$ cat src/rtl/stripe_lane_ctrl.sv
// Two-lane striping sequencer: alternates accepted words across lane 0/1,
// frames each burst with SYNC on both lanes and balances odd bursts with PAD.
module stripe_lane_ctrl #(
  parameter int unsigned IDLE_GAP  = 4,
  parameter logic [31:0] SYNC_WORD = 32'h0000_00BC,
  parameter logic [31:0] PAD_WORD  = 32'h0000_007C
) (
  input  logic        clk_2f,
  input  logic        reset_L,
  input  logic        valid_in,
  input  logic [31:0] data_in,
  output logic        in_rdy,
  input  logic        lane_rdy_0,
  input  logic        lane_rdy_1,
  output logic        valid_0,
  output logic [31:0] lane_0,
  output logic        valid_1,
  output logic [31:0] lane_1,
  output logic        lane_ptr,
  output logic [1:0]  state,
  output logic [15:0] word_cnt
);

  localparam logic [1:0] S_IDLE   = 2'd0;
  localparam logic [1:0] S_ALIGN  = 2'd1;
  localparam logic [1:0] S_ACTIVE = 2'd2;
  localparam logic [1:0] S_PAD    = 2'd3;

  localparam int unsigned       GAP_W    = (IDLE_GAP > 1) ? $clog2(IDLE_GAP) : 1;
  localparam logic [GAP_W-1:0] GAP_LAST = GAP_W'(IDLE_GAP - 1);

  logic [1:0]       state_q, state_d;
  logic             ptr_q, ptr_d;
  logic [GAP_W-1:0] gap_q, gap_d;
  logic [15:0]      cnt_q, cnt_d;
  logic             v0_q, v0_d, v1_q, v1_d;
  logic [31:0]      l0_q, l0_d, l1_q, l1_d;

  logic free_0, free_1, xfer;

  // A lane register is free if empty or being drained on this edge.
  assign free_0 = ~v0_q | lane_rdy_0;
  assign free_1 = ~v1_q | lane_rdy_1;
  assign in_rdy = (state_q == S_ACTIVE) && (ptr_q ? free_1 : free_0);
  assign xfer   = valid_in & in_rdy;

  always_comb begin
    state_d = state_q;
    ptr_d   = ptr_q;
    gap_d   = gap_q;
    cnt_d   = cnt_q;
    v0_d    = v0_q & ~lane_rdy_0;
    v1_d    = v1_q & ~lane_rdy_1;
    l0_d    = l0_q;
    l1_d    = l1_q;
    case (state_q)
      S_IDLE: begin
        ptr_d = 1'b0;
        gap_d = '0;
        if (valid_in) state_d = S_ALIGN;
      end
      S_ALIGN: begin
        if (free_0 && free_1) begin
          v0_d    = 1'b1;
          v1_d    = 1'b1;
          l0_d    = SYNC_WORD;
          l1_d    = SYNC_WORD;
          ptr_d   = 1'b0;
          gap_d   = '0;
          state_d = S_ACTIVE;
        end
      end
      S_ACTIVE: begin
        if (xfer) begin
          if (ptr_q) begin
            v1_d = 1'b1;
            l1_d = data_in;
          end else begin
            v0_d = 1'b1;
            l0_d = data_in;
          end
          ptr_d = ~ptr_q;
          cnt_d = cnt_q + 16'd1;
          gap_d = '0;
        end else if (valid_in) begin
          // Stalled by a busy lane: pending input keeps the burst open.
          gap_d = '0;
        end else if (gap_q == GAP_LAST) begin
          gap_d   = '0;
          state_d = ptr_q ? S_PAD : S_IDLE;
        end else begin
          gap_d = gap_q + 1'b1;
        end
      end
      S_PAD: begin
        if (free_1) begin
          v1_d    = 1'b1;
          l1_d    = PAD_WORD;
          ptr_d   = 1'b0;
          state_d = S_IDLE;
        end
      end
      default: state_d = S_IDLE;
    endcase
  end

  always_ff @(posedge clk_2f or negedge reset_L) begin
    if (!reset_L) begin
      state_q <= S_IDLE;
      ptr_q   <= 1'b0;
      gap_q   <= '0;
      cnt_q   <= '0;
      v0_q    <= 1'b0;
      v1_q    <= 1'b0;
      l0_q    <= '0;
      l1_q    <= '0;
    end else begin
      state_q <= state_d;
      ptr_q   <= ptr_d;
      gap_q   <= gap_d;
      cnt_q   <= cnt_d;
      v0_q    <= v0_d;
      v1_q    <= v1_d;
      l0_q    <= l0_d;
      l1_q    <= l1_d;
    end
  end

  assign valid_0  = v0_q;
  assign lane_0   = l0_q;
  assign valid_1  = v1_q;
  assign lane_1   = l1_q;
  assign lane_ptr = ptr_q;
  assign state    = state_q;
  assign word_cnt = cnt_q;

endmodule
$ cat config.mk
export PLATFORM = sky130hd
export DESIGN_NAME = stripe_lane_ctrl
export DESIGN_NICKNAME = d
export VERILOG_FILES = /design/src/rtl/stripe_lane_ctrl.sv
export SDC_FILE = /design/constraint.sdc
export NUM_CORES = 1
export LEC_CHECK = 0
export CAP_MARGIN = 10
export CORE_MARGIN = 2
export CORE_UTILIZATION = 43
export DETAILED_ROUTE_END_ITERATION = 10
export PLACE_DENSITY = 0.73
export REMOVE_ABC_BUFFERS = 1
export SYNTH_ARGS = -nofsm -noshare
export SYNTH_HDL_FRONTEND = slang
export SYNTH_SLANG_ARGS = --single-unit
$ cat constraint.sdc
create_clock -name clk_2f -period 1.8 [get_ports clk_2f]
set_input_delay 0.18 -clock clk_2f [delete_from_list [all_inputs] [get_ports clk_2f]]
set_output_delay 0.18 -clock clk_2f [all_outputs]
set_load 0.02 [all_outputs]
Word-level counts from Yosys, hierarchy flattened
Cells that the tools add are included.

Bits in read-only memories: 0. Memories kept: 0. Register bits: 87. Output and inout port bits: 86. Bits in latches: 0. Logic and storage cells: 80. Input bits: 37. Memory bits (writable): 0.

Divide/modulo/power cells: 0. Mux-type cells: 35. Reductions and logical operators: 12. Bitwise operators: 10. Equality and inequality tests: 13. $lt $le $gt $ge: 0. Multiply operators: 0. Add/sub/neg operators: 2. Shift-type cells: 0.

Operators with widths (number): 32-bit two-way mux (6); 32-bit case mux with 3 select lines (1); 32-bit case mux with 2 select lines (1); 2-bit two-way mux (11); 16-bit by 1-bit adder with 16-bit output, second input constant (1); 2-bit != test, second input constant (8); 1-bit two-way mux (11); 2-bit case mux with 4 select lines (1); 2-bit == test, second input constant (3); 2-bit case mux with 3 select lines (1); 6-bit AND reduction (1); 3-bit nonzero test (2); 1-bit inverter (5); 5-bit AND reduction (1); 1-bit case mux with 4 select lines (1); 2-bit AND reduction (2); 4-bit AND reduction (1); 1-bit bitwise AND (3); 1-bit case mux with 3 select lines (1); 3-bit AND reduction (1); 2-bit by 1-bit adder with 2-bit output, second input constant (1); 2-bit by 1-bit == test with 1-bit output, second input constant (1); 1-bit logical AND (2); 2-bit zero test (1); 4 further kinds (5).

Logic depth before layout (Yosys ltp)
Depth in word-level cells: 7. Gate-level depth with buffers: 7.

Worst setup path after synthesis
OpenSTA, ideal clock, no wires.

Path kind: register to register. Start: reg state_q[0] (netlist: state[0]). End: reg l1_q[7] (netlist: lane_1[7]). Stages on the path, launching flop included: 7. Setup slack: -49 ps. Period minus slack after synthesis: 1849 ps. Required time: 1675 ps. Buffers on the path: 2. Arrival time: 1724 ps. Library setup time: 125 ps. Cells stage by stage: dfrtp_1 -> inv_1 -> ha_1 -> clkbuf_1 -> clkbuf_1 -> o21ai_0 -> mux2_4.

Longest elaborated chain between the ends: 5. Elaborated cells between the ends (all ways): 12.

Ends and longest elaborated chain: start: declaration (line 32) `logic [1:0] state_q, state_d;`; start signal: assignment (line 118) `state_q <= state_d;`; 2-bit == test (line 44, 56); 1-bit logical AND (line 44) `assign in_rdy = (state_q == S_ACTIVE) && (ptr_q ? free_1 : free_0);`; 1-bit bitwise AND (line 45) `assign xfer = valid_in & in_rdy;`; 2-bit != test (no source line); 5-bit AND reduction (no source line); end signal: assignment (line 125) `l1_q <= l1_d;`; end: declaration (line 37) `logic [31:0] l0_q, l0_d, l1_q, l1_d;`.

Parallel ways exist; a longest one is shown, timed or not. A chain may end at the register's enable or synchronous reset.

Worst setup path after layout
Start: reg state_q[1] (netlist: state[1]). End: reg l1_q[19] (netlist: lane_1[19]).

The elaborated chain is that of the path after synthesis.

==> reports/metrics.csv <==
metric;value;unit
status;complete, no violations;
Post-Syn Instances;301;
worst endpoint data arrival time;1.97;ns
sequential share of the synthesized area;51.8;%
first-pass GRT wire length;15.8;mm
Cell variety after synth;45;
DR pass1 iterations;4;
core area;9640;sq um
top-count cell post-synth;dfrtp_1;
CP Class;flip-flop to flip-flop;
GRT Residual Overflow;0;
CP Max Fanout;16;
via count;2912;
nets@finish;495;
Total Wirelength;9.79;mm
layout cells sized above 1;28.2;%
Syn Std Cell Area;4200;sq um
full die area;10600;sq um
TritonCTS clock tree;done;
Slew headroom;71.8;%
DR vias/cell;4.94;
# IOs;123;
Final setup viols;0;
CTS clk-pin slew, worst paths;0.09;ns
min Tclk post-route;1.74;ns
Critical Path RT;2.03;ns
DR iter-0 viols;61;
DR WL/cell;16.6;um
vias in the first global route;3023;
max-cap viol count;0;
Tightest Pin Transition;0.422;ns
Synth area leaders;dfrtp_1 (52%), mux2_4 (21%), and2_1 (4.5%), xnor2_1 (2.9%), nand2b_1 (1.9%);
Period Utilization, post-route;96.6;%
post-route insts no fill;590;
ANT nets after route;0;
Fillers;769;
DRC;0;
CTS max path bufs;2;
Final Total Pwr;10.9;mW
Avg Cell Area, Syn;14.0;sq um
Peak supply drop;0.000912;V
post-synth top area share;51.8;%
RSZ-0062 raised after global routing;true;
Clock Sinks;87;
Pins Over Slew Limit;0;
antenna violations before repair;0;
Inserted Diodes;0;
clock skew;0.0114;ns
most frequent cells after synthesis;dfrtp_1 (87), mux2_4 (59), and2_1 (30);
Primary FF master, synth;dfrtp_1;
GPL Wtd Cong;0.812;
post-synth top area cell;dfrtp_1;
DIE WIDTH;103;um
type of destination of the critical path;flip-flop;
Peak Freq;0.575;GHz
clock root buffer;clkbuf_8;
Ys Warns;0;
port bufs;122;
Leak;2.74;nW
Critical Path Start Type;flip-flop;
FF-to-FF path depth;6;
P per Cell Area;1800;nW/um^2
DIE HEIGHT;103;um
layout overhead on the synthesized area;43.9;%
Hold WC Path Type;input pin to asynchronous set/reset pin;
Post-synth EDFFs;0;
htree depth;3;
Core Rows;36;
Fin. Hold Viols;0;
Inst Count DP;570;
initial core utilization;43.6;%
clk_lat worst skew;0.35;ns
pin count of the biggest net entering global routing;34;
CTS Buf Count;9;
Post-synth ARST share;100;%
number of synthesized register bits;87;
overall global routing resource usage;19.3;%
detailed-placement wirelength estimate;7.08;mm
## where the power goes
group	total, mW	switching, mW	leakage, nW	internal [mW]
Combinational	6.32	2.86	1.50	3.45
Sequential	3.04	0.446	1.13	2.59
Clock	1.53	0.677	0.120	0.858
Total	10.9	3.99	2.74	6.90
## layout by cell type (no fill, tap or decap), types with 5 or more instances in the layout
cell type,count
a21oi_1,6
buf_4,25
nand2_1,8
nand2b_1,13
buf_12,5
xnor2_1,14
and2_1,30
mux2_4,59
mux2_2,6
nand3_1,11
dfrtp_1,85
clkbuf_8,11
clkdlybuf4s50_1,120
nand4_1,6
## flip-flops by register name, indices dropped and copies added (netlist names)
register,count
word_cnt,16
lane_1,32
gap_q,2
state,2
valid_0,1
lane_0,32
lane_ptr,1
valid_1,1
## metal layers
metal	GRT usage (%)	up-vias	share of wire (%)
li1	-	1349	-
met1	26.7	1443	46
met2	30.4	114	46
met3	4.88	6	7.5
met4	5.16	0	0.64
met5	0	-	0
## critical path: stages, from the launching register on
cell	delay [ns]
dfrtp_2	0.46
buf_4	0.15
ha_1	0.21
nand2_1	0.13
nand4b_4	0.15
buf_12	0.20
mux2_4	0.30
## cells by family after synthesis
kind of cell	synth area share, %
flip-flops	51.8
AO/OA/AOI/OAI	4.05
XOR/XNOR	3.13
multiplexers	23.2
AND/OR/NAND/NOR	13.3
buffers and inverters	2.80
adder cells (fa/ha/maj)	1.79
## final timing paths
check                             start      endpoint  slack (ns)
max                            state[1]    lane_1[19]        0.06
min reg2reg                word_cnt[15]  word_cnt[15]        0.49
max reg2reg                    state[1]    lane_1[19]        0.06
min in group clk_2f        word_cnt[15]  word_cnt[15]        0.49
min                             reset_L    lane_1[20]        0.30
max in group asynchronous       reset_L    lane_1[31]        0.81
## stage by stage
stage,TNS [ns],utilization (%),hold slack (ns),worst slack (ns),area (sq um)
final,0,62.7,0.297,0.0620,6050
after global routing,-0.00298,62.7,0.330,-0.00298,6050
after CTS,0,62.4,0.290,0.0188,6010
after detailed placement,-6.75,59.7,0.139,-0.161,5760
after global placement,-4.59,59.7,0.134,-0.0773,5760
after floorplan,-66.16,-,-0.116,-0.967,4100
## layout make-up
class / count / area (sq um) / area share, %
inverter: 3 / 11.3 / 0.186
sequential: 87 / 2180 / 36.0
clock buffer: 11 / 151 / 2.50
multi-input combinational: 197 / 1930 / 32.0
timing repair buffer: 154 / 1530 / 25.2
clock inverter: 5 / 78.8 / 1.30
tap: 133 / 166 / 2.75
## timing repair
| action | in CTS | in global routing |
|---|---|---|
| setup buffers | 0 | 2 |
| pin swaps | 1 | 3 |
| gates resized for setup | 5 | 9 |
| hold buffers | 1 | 0 |
| endpoints found under the setup margin | 11 | 42 |
| hold endpoints to repair | 29 | 0 |
| cloned | 0 | 1 |
Power figures use the tool's default switching activity.
==> RTL edit 1: new RTL, same settings <==
The parameter `IDLE_GAP` goes from 4 to 2.
--- a/src/rtl/stripe_lane_ctrl.sv
+++ b/src/rtl/stripe_lane_ctrl.sv
@@ -3,3 +3,3 @@
 module stripe_lane_ctrl #(
-  parameter int unsigned IDLE_GAP  = 4,
+  parameter int unsigned IDLE_GAP  = 2,
   parameter logic [31:0] SYNC_WORD = 32'h0000_00BC,
Behaviour: not the same (Yosys sat finds a counterexample within 10 cycles, from zero or initial values and one cycle with reset_L low).
==> RTL edit 1 against the unedited design <==
Design area is 1.0% lower. Clock power is 16% lower. Highest routed layer unchanged. Routed wire length is 1.4% lower. Synthesized area is 1.7% lower. First-iteration DRC count is 43% higher. Synthesized cell count is 0.33% higher. Largest cell class unchanged. Sequential power is 6% higher. Power is 0.25% lower. Fmax is 0.49% higher. Sequential cell count is 1 lower. Worst setup slack better by 0.0086 ns.
==> RTL edit 1: results (changes against the unedited design) <==
The initial antenna violation count is 0 (unchanged). The share of cells above drive strength 1 came out at 28.48% (+0.25 points). The number of global-route vias before repair is 2930 (-3.1%). The post-layout instance count excluding filler cells came to 589 (-0.17%). The average vias per placed instance is 4.890 (-0.93%).

The maximum vdd ir drop came out at 895.4 uV (-1.8%). The tightest min-delay check is of the primary input to async pin type. The part of the Yosys area used for sequential elements was 52.09% (+0.29 points).

The destination of the worst register-to-register timing path is lane_1[17]. The net switching fraction of the power is 38.41% (+1.8 points). The maximum number of pins on one net before global-route repair is 41 (+21%). The global-route wire length before repair is 15240 um (-3.5%). The cell family contributing the most delay on the critical path is simple AND/OR/NAND/NOR gates. The flop-to-flop setup slack came out at 0.09 ns (+0.03 ns). The global placement routability congestion was 0.7835 (-3.5%). The worst slew margin relative to its limit came out at 64.10% (-7.7 points).

The leakage power of the design came out at 2.773 nW (+1.1%). The number of H-tree branching levels is 3 (unchanged). The detailed-router iteration count before antenna repair is 4 (unchanged). The proportion of register bits with asynchronous set or reset after synthesis came out at 100.0% (unchanged).

The data arrival at the endpoint of the critical path is 1.55 ns (-0.42 ns). The longest individual stage delay on the worst path came to 0.46 ns (about the same). The placement-stage cell area is 5713 um^2 (-0.76%). The DRC violation total after the first TritonRoute iteration is 87 (+43%).

The largest fanout on the critical path was 2 (-14). The top-area cell type share of the netlist area is 52.09% (+0.29 points). The fill cell total of the finished layout came out at 747 (-2.9%). The count of input and output buffers came out at 122 (unchanged).

The buffer depth of the longest clock path is 2 (unchanged). On the critical path, the stage with the largest delay is an instance of sky130_fd_sc_hd__or3b_2. The run finished with clean final reports. The sum of net half-perimeters after detailed placement is 6977 um (-1.5%). The total placed cells including tap cells came out at 572 (+0.35%). The final net count is 497 (+0.40%). The number of library cell types mapped by synthesis is 43 (-4.4%). The worst register-to-register path begins at state[1]. By area the synthesized netlist is led by sky130_fd_sc_hd__dfrtp_1 (52%), sky130_fd_sc_hd__mux2_4 (21%), sky130_fd_sc_hd__and2_1 (4.1%), sky130_fd_sc_hd__xor2_1 (2.3%), sky130_fd_sc_hd__buf_6 (1.9%).

By count the netlist is led by sky130_fd_sc_hd__dfrtp_1 (86), sky130_fd_sc_hd__mux2_4 (59), sky130_fd_sc_hd__and2_1 (27), sky130_fd_sc_hd__nand2_1 (12), sky130_fd_sc_hd__nand2b_1 (12). The wire length after detailed routing is 9654 um (-1.4%). The total global routing track utilization is 18.84% (-0.45 points).

The post-route clock skew is 0.008086 ns (-0.003327 ns). The latest clock arrival within the worst-skew pair is 0.35 ns (about the same). The average cell area after synthesis was 13.68 um^2 (-2.0%).

The worst slack on hold paths is 0.3558 ns (+0.05883 ns). The cell sitting at the root of the clock tree is a sky130_fd_sc_hd__clkbuf_8. The worst reg2reg path depth came out at 6 (unchanged).
-- RTL edit 1: changes by cell type after synthesis, sizes merged, moves of 4 or more --
cell,change
inv,+4
nand3,-6
nor2,+5
nor3,+6
xnor2,-10
xor2,+10
-- RTL edit 1: area by class of cell --
type                       instances  area, um^2  share of cell area (%)
sequential                        86        2152                   35.95
multi-input combinational        195        1922                   32.11
timing repair buffer             156        1541                   25.75
tap                              129       161.4                   2.696
clock buffer                      10       137.6                   2.299
clock inverter                     6       45.04                  0.7525
inverter                           7       26.28                  0.4390
-- RTL edit 1: worst max-delay path by stage --
stage                from            to  slack (ns)  cells past startpoint
2_1_floorplan    state[0]     lane_0[0]       -0.93                      5
3_3_place_gp   lane_rdy_0        in_rdy       -0.16                      4
3_5_place_dp   lane_rdy_0    lane_0[21]       -0.20                      7
4_1_cts          state[0]     lane_1[5]        0.01                      6
5_1_grt          state[0]  word_cnt[11]       -0.01                      8
6_report         lane_ptr        in_rdy        0.07                      3
-- RTL edit 1: per-stage QoR --
stage | setup slack [ns] | setup TNS, ns
6_report | 0.07061 | 0
5_1_grt | -0.01289 | -0.01590
4_1_cts | 0.01214 | 0
3_5_place_dp | -0.2036 | -10.95
3_3_place_gp | -0.1583 | -7.724
2_1_floorplan | -0.9286 | -60.52
-- RTL edit 1: power by group through the flow --
stage	clock network [W]	registers (W)	logic [W]
after floorplan	0	0.00411	0.00271
after global placement	0	0.00320	0.00622
after detailed placement	0	0.00323	0.00633
after CTS	0.00130	0.00320	0.00634
after global routing	0.00140	0.00329	0.00675
final	0.00128	0.00321	0.00638
-- RTL edit 1: routing by layer --
layer  track usage (%)  part of all wire (%)  up-vias
li1                  -                     -     1344
met1             27.22                    46     1422
met3             4.241                   6.9       10
met4             5.128                  0.90        0
met5                 0                     0        -
met2             28.80                    46      104
-- RTL edit 1: worst reg2reg max path, delay by kind of cell, from the launching register on --
kind	cells	cell delay [ns]
flops	1	0.43
simple gates	1	0.16
mux	1	0.32
fa+ha+maj	1	0.21
buf+inv	2	0.35
compound gates	1	0.14
-- RTL edit 1: logic make-up (layout without fill, tap and decap cells) --
logic type,after synthesis,in the layout,share of synthesized area [%]
multiplexers,66,66,23.29
buffers and inverters,21,179,3.271
XOR/XNOR,15,15,3.180
AND/OR/NAND/NOR,93,93,13.90
AO/OA/AOI/OAI,16,16,2.756
flip-flops,86,86,52.09
adder cells (fa/ha/maj),5,5,1.514
-- RTL edit 1: timing repair --
item | 4_1_cts | 5_1_grt
setup buffers | 0 | 0
pin swaps | 0 | 1
gates cloned | 0 | 0
gates resized for setup | 5 | 15
hold buffers | 1 | 0
setup endpoints to repair | 28 | 30
hold endpoints to repair | 38 | 0
==> RTL edit 2: new RTL, same settings <==
Without the edit above. Take the reset off `l0_q` and load it in a clocked block of its own.
--- a/src/rtl/stripe_lane_ctrl.sv
+++ b/src/rtl/stripe_lane_ctrl.sv
@@ -114,3 +114,2 @@
       v1_q    <= 1'b0;
-      l0_q    <= '0;
       l1_q    <= '0;
@@ -123,5 +122,8 @@
       v1_q    <= v1_d;
-      l0_q    <= l0_d;
       l1_q    <= l1_d;
     end
+  end
+
+  always_ff @(posedge clk_2f) begin
+    l0_q <= l0_d;
   end
Check against the original RTL: differs if reset_L is asserted again (counterexample within 4 cycles, from zero or initial values and one cycle with reset_L low); with reset_L held inactive, the same outputs for 10 cycles.
==> RTL edit 2 against the unedited design <==
Cell count decreased by 8.5%. Worst setup slack got worse by 0.018 ns. Sequential share of layout area increased by 4.2 points. Routed wire length decreased by 5.1%. Global-route usage increased by 0.33 points. Design area decreased by 4.0%. Fmax decreased by 1.0%. Count of clock-buffer cells in the layout decreased by 1. Synthesized area decreased by 9.9%. Sequential cell count unchanged. Power increased by 5.9%.
==> RTL edit 2: results (changes against the unedited design) <==
The wire length after detailed routing came to 9290 um (-5.1%). The number of buffers inserted during clock tree synthesis is 9 (unchanged). The largest fanout on the critical path came out at 6 (-10). The global placement routability congestion is 0.8751 (+7.7%). The clock root buffer master is sky130_fd_sc_hd__clkbuf_8.

The total placed cells including tap cells is 510 (-11%). The total global routing track utilization is 19.62% (+0.33 points). The initial antenna violation count came out at 0 (unchanged).

The proportion of register bits with asynchronous set or reset after synthesis came out at 63.22% (-37 points). The longest individual stage delay on the worst path is 0.39 ns (-0.07 ns). The share of cells above drive strength 1 came to 26.39% (-1.8 points). The leakage power of the design came to 2.445 nW (-11%).

The slowest stage of the critical path is the sky130_fd_sc_hd__dfrtp_1 cell. The routed length on met1 came to 4065 um (-9.0%). In the synthesized netlist, the cells that appear most often are sky130_fd_sc_hd__dfrtp_1 (55), sky130_fd_sc_hd__edfxtp_1 (32), sky130_fd_sc_hd__mux2_4 (29), sky130_fd_sc_hd__and2_1 (28), sky130_fd_sc_hd__xnor2_1 (13). The number of H-tree branching levels came out at 3 (unchanged). The DRC violation total after the first TritonRoute iteration was 110 (+80%).

The average routed wire per standard cell came to 17.20 um (+3.7%). The number of global-route vias before repair is 2778 (-8.1%). The number of enable-type register cells in the synthesized netlist is 32 (+32). The latest clock arrival within the worst-skew pair came out at 0.35 ns (about the same).

The part of the Yosys area used for sequential elements came out at 61.71% (+9.9 points). The average cell area after synthesis was 14.51 um^2 (+3.9%). The total number of yosys warnings is 0 (unchanged). The flow ran to the end, and the final reports show no timing, DRC or antenna violations. The total inserted antenna cells was 0 (unchanged).

The worst slack on hold paths came to 0.2870 ns (-0.009912 ns). The sum of met3 wire segment lengths after detailed routing came out at 628 um (-15%). The global-route wire length before repair came out at 14830 um (-6.1%). The detailed-router iteration count before antenna repair is 4 (unchanged). The post-route clock skew came out at 0.007359 ns (-0.004054 ns). The wire length on met2 came to 4437 um (-1.9%). The data arrival at the endpoint of the critical path came out at 2.02 ns (+0.05 ns).

The maximum vdd ir drop is 806.8 uV (-12%). The final net count came to 470 (-5.1%). The worst slew margin relative to its limit came to 69.83% (-2.0 points). The flop-to-flop setup slack came out at 0.04 ns (-0.02 ns). The path class of the tightest hold or removal check is primary input to async pin. The average vias per placed instance is 4.967 (+0.63%). The sum of net half-perimeters after detailed placement is 6457 um (-8.9%).

The fill cell total of the finished layout is 606 (-21%). The clock-pin slew on the worst setup and hold paths came out at 0.09 ns (about the same). The buffer depth of the longest clock path came out at 2 (unchanged). The number of library cell types mapped by synthesis is 42 (-6.7%). Ranked by total cell area, the synthesized netlist is headed by sky130_fd_sc_hd__dfrtp_1 (36%), sky130_fd_sc_hd__edfxtp_1 (25%), sky130_fd_sc_hd__mux2_4 (11%), sky130_fd_sc_hd__and2_1 (4.6%), sky130_fd_sc_hd__xnor2_1 (3.0%).

For this run, the leading register cell type out of synthesis is sky130_fd_sc_hd__dfrtp_1. The maximum number of pins on one net before global-route repair is 26 (-24%). The count of input and output buffers came to 122 (unchanged). The top layer used by detailed routing is met4. The internal power contribution is 0.007303 W (+5.8%). The kind of cell with the highest combined delay along the critical path is buffers and inverters.
==> RTL edit 2: power groups by stage <==
stage               combinational (W)  sequential [W]  clock, W
detailed placement            0.00595         0.00354         0
finish                        0.00658         0.00351   0.00145
floorplan                     0.00210         0.00452         0
global placement              0.00586         0.00351         0
CTS                           0.00600         0.00350   0.00147
global route                  0.00694         0.00362   0.00156
==> RTL edit 2: logic make-up (layout without fill, tap and decap cells) <==
family,Yosys count,count (layout),share of synthesized area (%)
AOI/OAI and AO/OA,22,22,4.559
xor gates and xnor gates,15,15,3.469
DFF,87,87,61.71
muxes,34,34,12.92
buffers and inverters,16,187,2.511
and+or+nand+nor,81,81,12.85
adders and majority gates,6,6,1.982
==> RTL edit 2: worst paths after layout <==
check / depth (start not counted) / start / end
worst min-delay path: 2 / reset_L / lane_1[15]
worst max-delay path: 7 / valid_1 / word_cnt[10]
worst min register to register: 1 / word_cnt[15] / word_cnt[15]
min in group clk_2f: 1 / word_cnt[15] / word_cnt[15]
worst max register to register: 7 / valid_1 / word_cnt[10]
max in group asynchronous: 3 / reset_L / word_cnt[11]
==> RTL edit 2: repair_timing <==
action,CTS,global route
resized for setup,7,18
setup endpoints to repair,47,79
buffers inserted,0,9
pin swaps,2,6
gates cloned,1,3
hold endpoints to repair,15,0
hold buffers,1,0
==> RTL edit 2: area by class of cell <==
type | instances | area, um^2 | area share (%)
flip-flops and latches | 87 | 2337 | 40.25
repair buffers | 166 | 1680 | 28.94
multi-input cells | 158 | 1423 | 24.50
clock buffers | 10 | 137.6 | 2.370
well taps | 108 | 135.1 | 2.327
clock inverters | 6 | 75.07 | 1.293
inverters | 5 | 18.77 | 0.3232
==> RTL edit 2: metal layers <==
| layer | vias up | global-route usage, % |
|---|---|---|
| li1 | 1256 | - |
| met2 | 119 | 31.09 |
| met1 | 1297 | 26.17 |
| met3 | 10 | 5.011 |
| met4 | 0 | 7.479 |
| met5 | - | 0 |
==> RTL edit 2: worst register-to-register path, stage by stage, from the launching register on <==
cell	delay [ns]
sky130_fd_sc_hd__dfrtp_1	0.39
sky130_fd_sc_hd__nor2b_4	0.14
sky130_fd_sc_hd__buf_6	0.12
sky130_fd_sc_hd__buf_6	0.12
sky130_fd_sc_hd__a2111oi_4	0.38
sky130_fd_sc_hd__buf_4	0.21
sky130_fd_sc_hd__nand4_1	0.12
sky130_fd_sc_hd__xnor2_1	0.20
==> RTL edit 2: through the flow <==
step           instance area [um^2]  util, %  setup WS [ns]
5_1_grt                        5807    67.24       -0.08919
3_3_place_gp                   5350    61.95        -0.2472
6_report                       5807    67.24        0.04399
2_1_floorplan                  3711        -        -0.8579
3_5_place_dp                   5350    61.95        -0.2791
4_1_cts                        5604    64.89       -0.06249
